$ cat src/rtl/nn_pkg.sv
// Shared fixed-point constants and FSM state type for the sequenced neural-network layer.
package nn_pkg;
  localparam int DATA_W    = 20;
  localparam int FRAC_BITS = 12;
  localparam int ACC_W     = 26;
  localparam int PROD_W    = 2 * DATA_W;

  localparam logic signed [DATA_W-1:0] SAT_MAX = 20'sh7FFFF;
  localparam logic signed [DATA_W-1:0] SAT_MIN = 20'sh80000;

  typedef enum logic [2:0] {
    IDLE  = 3'd0,
    FETCH = 3'd1,
    DRAIN = 3'd2,
    OUT   = 3'd3,
    FIN   = 3'd4
  } state_t;
endpackage

$ cat src/rtl/nn_mac_sat.sv
// Combinational multiply/shift/accumulate step with accumulator clamping,
// followed by 20-bit saturation and ReLU of the updated accumulator.
module nn_mac_sat
  import nn_pkg::*;
#(
  parameter int FRAC_W = FRAC_BITS
) (
  input  logic signed [ACC_W-1:0]  acc,
  input  logic signed [DATA_W-1:0] x,
  input  logic signed [DATA_W-1:0] w,
  input  logic                     load_bias,
  output logic signed [ACC_W-1:0]  acc_nxt,
  output logic signed [DATA_W-1:0] act
);
  localparam int SUM_W = PROD_W - FRAC_W + 1;
  localparam logic signed [ACC_W-1:0] ACC_MAX = {1'b0, {(ACC_W-1){1'b1}}};
  localparam logic signed [ACC_W-1:0] ACC_MIN = {1'b1, {(ACC_W-1){1'b0}}};

  logic signed [PROD_W-1:0] prod_s;
  logic signed [PROD_W-1:0] term_s;
  logic signed [SUM_W-1:0]  sum_s;
  logic signed [DATA_W-1:0] sat_s;

  // Accumulate in a wide sum, then clamp so the accumulator never wraps.
  always_comb begin
    prod_s = PROD_W'(x) * PROD_W'(w);
    term_s = prod_s >>> FRAC_W;
    sum_s  = SUM_W'(acc) + SUM_W'(term_s);
    if (load_bias) begin
      acc_nxt = ACC_W'(w);
    end else if (sum_s > SUM_W'(ACC_MAX)) begin
      acc_nxt = ACC_MAX;
    end else if (sum_s < SUM_W'(ACC_MIN)) begin
      acc_nxt = ACC_MIN;
    end else begin
      acc_nxt = ACC_W'(sum_s);
    end
  end

  // Saturate to the 20-bit data range, then apply ReLU.
  always_comb begin
    if (acc_nxt > ACC_W'(SAT_MAX)) begin
      sat_s = SAT_MAX;
    end else if (acc_nxt < ACC_W'(SAT_MIN)) begin
      sat_s = SAT_MIN;
    end else begin
      sat_s = DATA_W'(acc_nxt);
    end
    if (sat_s[DATA_W-1]) begin
      act = '0;
    end else begin
      act = sat_s;
    end
  end
endmodule

$ cat src/rtl/hidden_layer_seq.sv
// Hidden layer evaluator: sequences N_NEURON neurons through one shared MAC,
// fetching bias and weights from an external 1-cycle-latency memory.
module hidden_layer_seq
  import nn_pkg::DATA_W, nn_pkg::ACC_W, nn_pkg::state_t,
         nn_pkg::IDLE, nn_pkg::FETCH, nn_pkg::DRAIN, nn_pkg::OUT, nn_pkg::FIN;
#(
  parameter int N_NEURON  = 4,
  parameter int N_IN      = 2,
  parameter int FRAC_BITS = nn_pkg::FRAC_BITS,
  localparam int AW = (N_NEURON * (N_IN + 1) > 1) ? $clog2(N_NEURON * (N_IN + 1)) : 1,
  localparam int IW = (N_NEURON > 1) ? $clog2(N_NEURON) : 1
) (
  input  logic                     clk,
  input  logic                     rst_n,
  input  logic                     start,
  input  logic signed [DATA_W-1:0] C_out,
  input  logic signed [DATA_W-1:0] E_out,
  output logic [AW-1:0]            w_addr,
  input  logic signed [DATA_W-1:0] w_data,
  output logic                     out_valid,
  input  logic                     out_ready,
  output logic [IW-1:0]            out_idx,
  output logic signed [DATA_W-1:0] N_out,
  output logic                     busy,
  output logic                     done
);
  localparam int KW = $clog2(N_IN + 2);

  state_t                   state_r, state_nxt_s;
  logic signed [DATA_W-1:0] x0_r, x1_r, x_sel_s, act_s, n_out_r;
  logic signed [ACC_W-1:0]  acc_r, acc_nxt_s;
  logic [IW-1:0]            j_r, j_nxt_s;
  logic [KW-1:0]            k_r, k_nxt_s, elem_s;
  logic [AW-1:0]            w_addr_r, addr_nxt_s;
  logic                     consume_s, out_valid_r, busy_r, done_r;

  function automatic logic [AW-1:0] addr_of(input logic [IW-1:0] j, input logic [KW-1:0] k);
    return AW'(32'(j) * 32'(N_IN + 1) + 32'(k));
  endfunction

  // Next-state, neuron/element indexing and next memory address.
  always_comb begin
    state_nxt_s = state_r;
    j_nxt_s     = j_r;
    k_nxt_s     = k_r;
    addr_nxt_s  = w_addr_r;
    case (state_r)
      IDLE: begin
        if (start) begin
          state_nxt_s = FETCH;
          j_nxt_s     = '0;
          k_nxt_s     = '0;
          addr_nxt_s  = '0;
        end else begin
          state_nxt_s = IDLE;
        end
      end
      FETCH: begin
        k_nxt_s = k_r + KW'(1);
        if (k_r == KW'(N_IN)) begin
          state_nxt_s = DRAIN;
        end else begin
          state_nxt_s = FETCH;
          addr_nxt_s  = addr_of(j_r, k_r + KW'(1));
        end
      end
      DRAIN: state_nxt_s = OUT;
      OUT: begin
        if (!out_ready) begin
          state_nxt_s = OUT;
        end else if (j_r == IW'(N_NEURON - 1)) begin
          state_nxt_s = FIN;
        end else begin
          state_nxt_s = FETCH;
          j_nxt_s     = j_r + IW'(1);
          k_nxt_s     = '0;
          addr_nxt_s  = addr_of(j_r + IW'(1), KW'(0));
        end
      end
      FIN:     state_nxt_s = IDLE;
      default: state_nxt_s = IDLE;
    endcase
  end

  // Data returned for the previous address: element k-1 (0 = bias).
  always_comb begin
    elem_s = k_r - KW'(1);
    if ((state_r == FETCH && k_r != KW'(0)) || state_r == DRAIN) begin
      consume_s = 1'b1;
    end else begin
      consume_s = 1'b0;
    end
    if (elem_s == KW'(1)) begin
      x_sel_s = x0_r;
    end else begin
      x_sel_s = x1_r;
    end
  end

  nn_mac_sat #(.FRAC_W(FRAC_BITS)) u_mac (
    .acc       (acc_r),
    .x         (x_sel_s),
    .w         (w_data),
    .load_bias (elem_s == KW'(0)),
    .acc_nxt   (acc_nxt_s),
    .act       (act_s)
  );

  // State, datapath and registered outputs.
  always_ff @(posedge clk or negedge rst_n) begin
    if (!rst_n) begin
      state_r     <= IDLE;
      x0_r        <= '0;
      x1_r        <= '0;
      j_r         <= '0;
      k_r         <= '0;
      acc_r       <= '0;
      w_addr_r    <= '0;
      n_out_r     <= '0;
      out_valid_r <= 1'b0;
      busy_r      <= 1'b0;
      done_r      <= 1'b0;
    end else begin
      state_r     <= state_nxt_s;
      j_r         <= j_nxt_s;
      k_r         <= k_nxt_s;
      w_addr_r    <= addr_nxt_s;
      out_valid_r <= (state_nxt_s == OUT);
      busy_r      <= (state_nxt_s != IDLE);
      done_r      <= (state_nxt_s == FIN);
      if (state_r == IDLE && start) begin
        x0_r <= C_out;
        x1_r <= E_out;
      end
      if (consume_s) begin
        acc_r <= acc_nxt_s;
      end
      if (state_r == DRAIN) begin
        n_out_r <= act_s;
      end
    end
  end

  assign w_addr    = w_addr_r;
  assign out_valid = out_valid_r;
  assign out_idx   = j_r;
  assign N_out     = n_out_r;
  assign busy      = busy_r;
  assign done      = done_r;
endmodule

$ cat config.mk
export PLATFORM = sky130hd
export DESIGN_NAME = hidden_layer_seq
export DESIGN_NICKNAME = d
export VERILOG_FILES = /design/src/rtl/nn_pkg.sv /design/src/rtl/nn_mac_sat.sv /design/src/rtl/hidden_layer_seq.sv
export SDC_FILE = /design/constraint.sdc
export NUM_CORES = 1
export LEC_CHECK = 0
export ABC_AREA = 1
export CAP_MARGIN = 10
export CORE_MARGIN = 2
export CORE_UTILIZATION = 37
export CTS_CLUSTER_DIAMETER = 100
export CTS_CLUSTER_SIZE = 10
export DETAILED_ROUTE_END_ITERATION = 6
export SETUP_SLACK_MARGIN = 0.1
export SYNTH_ARGS = -nofsm -noshare
export SYNTH_HDL_FRONTEND = slang
export SYNTH_HIERARCHICAL = 1
export SYNTH_SLANG_ARGS = --single-unit
$ cat constraint.sdc
create_clock -name clk -period 12.4 [get_ports clk]
set_input_delay 1.86 -clock clk [delete_from_list [all_inputs] [get_ports clk]]
set_output_delay 1.86 -clock clk [all_outputs]
set_load 0.005 [all_outputs]
==> results.py <==
metrics = {
    "clocking": {
        "clk_pin_slew_ps": 80,
        "postCtsSetupBuffers": 0,
        "clock_latency_ps": 380,
        "cts_made_buffers": 9,
        "clock-sinks": 100,
        "cts_root_buf": "clkbuf_16",
        "cts_tree": "built",
        "clk_path_buf_depth": 2,
        "ctsHoldBuffers": 0,
        "cts_resized": 0,
        "htree_levels": 3,
    },
    "sta": {
        "max_slew_margin": 0.297,
        "fin_crit_sh": 0.935,
        "min_period_ps": 11590,
        "timing.fmax_ghz": 0.0863,
        "setup_viol": 0,
        "skew_ps": 9.20,
        "max_slew.worst_pin.slew_ps": 1050,
        "finalHoldViolations": 0,
        "maxSlewViolCount": 0,
        "rsz0062_at_grt": "false",
        "fin_setup_tns_ps": 0,
    },
    "critical_path": {
        "cp-end-kind": "flip-flop",
        "slowest_stage": "clkdlybuf4s50_1",
        "r2r_setup_slack_ps": 1150,
        "r2r_cells": 48,
        "crit_arrival_ps": 11850,
        "worst_path_most_repeated_cell": "nand2_1",
        "crit_fanout": 25,
        "crit_type": "input port to flip-flop",
        "cpPeakStageDelay_ps": 780,
        "startpoint_type": "input port",
        "timing.rr.start": "k_r[0]",
        "critPathRequiredTime_ps": 12660,
        "regToRegEndpoint": "N_out[17]",
    },
    "layout": {
        "final_nets": 3632,
        "areaGrowthSynthToFinish_pct": 10.1,
        "fin_util": 0.412,
        "design_area_mm2": 0.0249,
        "num-fill-cells": 6171,
        "regArea_mm2": 0.00250,
        "multi_input_area_mm2": 0.0164,
        "drive_gt1_frac": 0.0572,
        "layout.cells.non_filler": 3793,
    },
    "placement": {
        "hpwlAfterDp_mm": 51.3,
        "placed_cells": 3775,
        "gp_congestion": 0.939,
        "port_buffers": 92,
        "placed_cell_area_mm2": 0.0246,
    },
    "synthesis": {
        "synth_warnings": 6,
        "yosysSeqAreaShare": 0.110,
        "synth_enable_flop_cells": 0,
        "syn_nets": 3565,
        "syn_inst": 2937,
        "synth_cell_types": 47,
        "ys_async_sr_fraction": 1.00,
        "synth.avg_cell_area_um2": 7.71,
        "yosys_most_used_dff": "dfrtp_1",
        "ys_ff_latch": 100,
        "synth_area_mm2": 0.0227,
    },
    "global_routing": {
        "track_usage": 0.202,
        "grt-ovfl-total": 0,
        "grt_pass1_wl_mm": 101,
        "grt_pass1_vias": 18900,
        "grt_max_degree": 82,
        "antenna_found_initial": 5,
    },
    "floorplanning": {
        "coreArea_mm2": 0.0605,
        "initial_core_util": 0.375,
        "die_w_um": 251,
        "io_pins": 93,
        "die_h_um": 251,
        "fp.dieArea_mm2": 0.0632,
        "row_count": 90,
    },
    "worst_hold_path": {
        "worstHoldStart": "w_addr[0]",
        "hold_depth": 2,
        "hold_end": "w_addr[0]",
        "min_path_type": "flip-flop to flip-flop",
    },
    "route": {
        "wirelength_mm": 59.9,
        "viasPerCell": 4.66,
        "ant_nets": 0,
        "drt_iter0_drc": 1067,
        "num_vias": 17700,
        "drc": 0,
        "wl_per_cell_um": 15.8,
        "first_pass_iters": 5,
    },
    "run_status": {
        "status": "completed",
    },
    "run": {
        "maxCapViolCount": 0,
    },
}
cell families (layout without fill, tap and decap cells):
logic type | count (synthesis) | in the layout | synth area share
AOI/OAI and AO/OA | 253 | 253 | 0.0634
xor gates and xnor gates | 62 | 62 | 0.0240
adders and majority gates | 564 | 564 | 0.451
buffers and inverters | 977 | 1049 | 0.167
DFF | 100 | 100 | 0.110
muxes | 20 | 20 | 0.0129
other | 1 | 3 | 0.000166
and+or+nand+nor | 960 | 960 | 0.171
synthesized netlist by cell type (4+ instances only):
| library cell | instances | area share |
|---|---|---|
| xnor2_1 | 31 | 0.012 |
| fa_1 | 422 | 0.37 |
| o21ai_1 | 23 | 0.0051 |
| xor2_1 | 31 | 0.012 |
| o21ai_0 | 60 | 0.013 |
| nand2_4 | 4 | 0.0020 |
| nor3_1 | 4 | 0.00088 |
| a21o_1 | 4 | 0.0013 |
| buf_1 | 4 | 0.00066 |
| a21oi_1 | 115 | 0.025 |
| dfrtp_1 | 100 | 0.11 |
| inv_1 | 862 | 0.14 |
| a31oi_1 | 10 | 0.0028 |
| o21ai_2 | 18 | 0.0070 |
| nand4_1 | 9 | 0.0025 |
| nor4_1 | 4 | 0.0011 |
| clkbuf_1 | 82 | 0.014 |
| buf_2 | 14 | 0.0031 |
| nor2_2 | 7 | 0.0019 |
| nand3_2 | 8 | 0.0035 |
| o21a_1 | 6 | 0.0020 |
| nand2_2 | 5 | 0.0014 |
| or2_2 | 5 | 0.0014 |
| mux2_4 | 18 | 0.012 |
| nand3_1 | 66 | 0.015 |
| ha_1 | 142 | 0.078 |
| nor2_1 | 123 | 0.020 |
| nand2_1 | 721 | 0.12 |
| buf_6 | 9 | 0.0045 |
metal layers:
layer	vias to the layer above	track usage	wire, µm
met5	-	0	0
met4	0	0.0585	1670
met3	74	0.0238	2390
met2	313	0.356	29700
met1	8734	0.262	26200
li1	8569	-	-
final cells by class:
| type | count | share of cell area |
|---|---|---|
| Clock buffer | 10 | 0.00958 |
| Inverter | 865 | 0.130 |
| Timing Repair Buffer | 168 | 0.0607 |
| Clock inverter | 6 | 0.00236 |
| Antenna cell | 2 | 0.000201 |
| Sequential cell | 100 | 0.100 |
| Tap cell | 782 | 0.0392 |
| Multi-Input combinational cell | 1860 | 0.657 |
placed cells by master (no fill, tap or decap), types with 5 or more instances in the layout:
cell type | synthesis | routed
a21oi_1 | 115 | 115
a31oi_1 | 10 | 10
buf_4 | 2 | 75
clkbuf_16 | 0 | 9
clkdlybuf4s50_1 | 0 | 91
dfrtp_1 | 100 | 100
fa_1 | 422 | 422
ha_1 | 142 | 142
inv_1 | 862 | 862
mux2_4 | 18 | 18
nand2_1 | 721 | 721
nand2_2 | 5 | 5
nand3_1 | 66 | 66
nand3_2 | 8 | 8
nand4_1 | 9 | 9
nor2_1 | 123 | 123
nor2_2 | 7 | 7
o21a_1 | 6 | 6
o21ai_0 | 60 | 40
o21ai_1 | 23 | 41
o21ai_2 | 18 | 20
or2_2 | 5 | 5
xnor2_1 | 31 | 31
xor2_1 | 31 | 31
through the flow:
step | setup slack, ps | hold slack, ps
after detailed placement | 451 | 459
after global placement | 442 | 457
final | 807 | 474
after global routing | 153 | 493
after CTS | 828 | 478
after floorplan | 2170 | 453
worst max-delay path by stage:
stage / start / to / slack (ps) / cells past startpoint
2_1_floorplan: w_data[2] / N_out[12] / 2170 / 45
3_3_place_gp: w_data[3] / N_out[5] / 440 / 44
3_5_place_dp: w_data[3] / N_out[7] / 450 / 44
4_1_cts: w_data[3] / N_out[9] / 830 / 44
5_1_grt: w_data[3] / N_out[5] / 150 / 44
6_report: w_data[3] / N_out[17] / 810 / 44
critical path: cells and delay by family:
| family | cells | cell delay, ps |
|---|---|---|
| fa+ha+maj | 9 | 4610 |
| simple gates | 21 | 2770 |
| buf+inv | 9 | 1480 |
| compound gates | 3 | 570 |
| xor+xnor | 1 | 280 |
| mux | 1 | 270 |
flip-flops by register name, summed over array words and instances (netlist names):
name / count
acc_r: 26
N_out: 20
w_addr: 4
out_idx: 2
busy: 1
x0_r: 20
out_valid: 1
k_r: 2
done: 1
x1_r: 20
state_r: 3
Power is left out: the tool's default activity adds up to more than one toggle a clock period on the data nets, which glitch-free logic cannot reach.
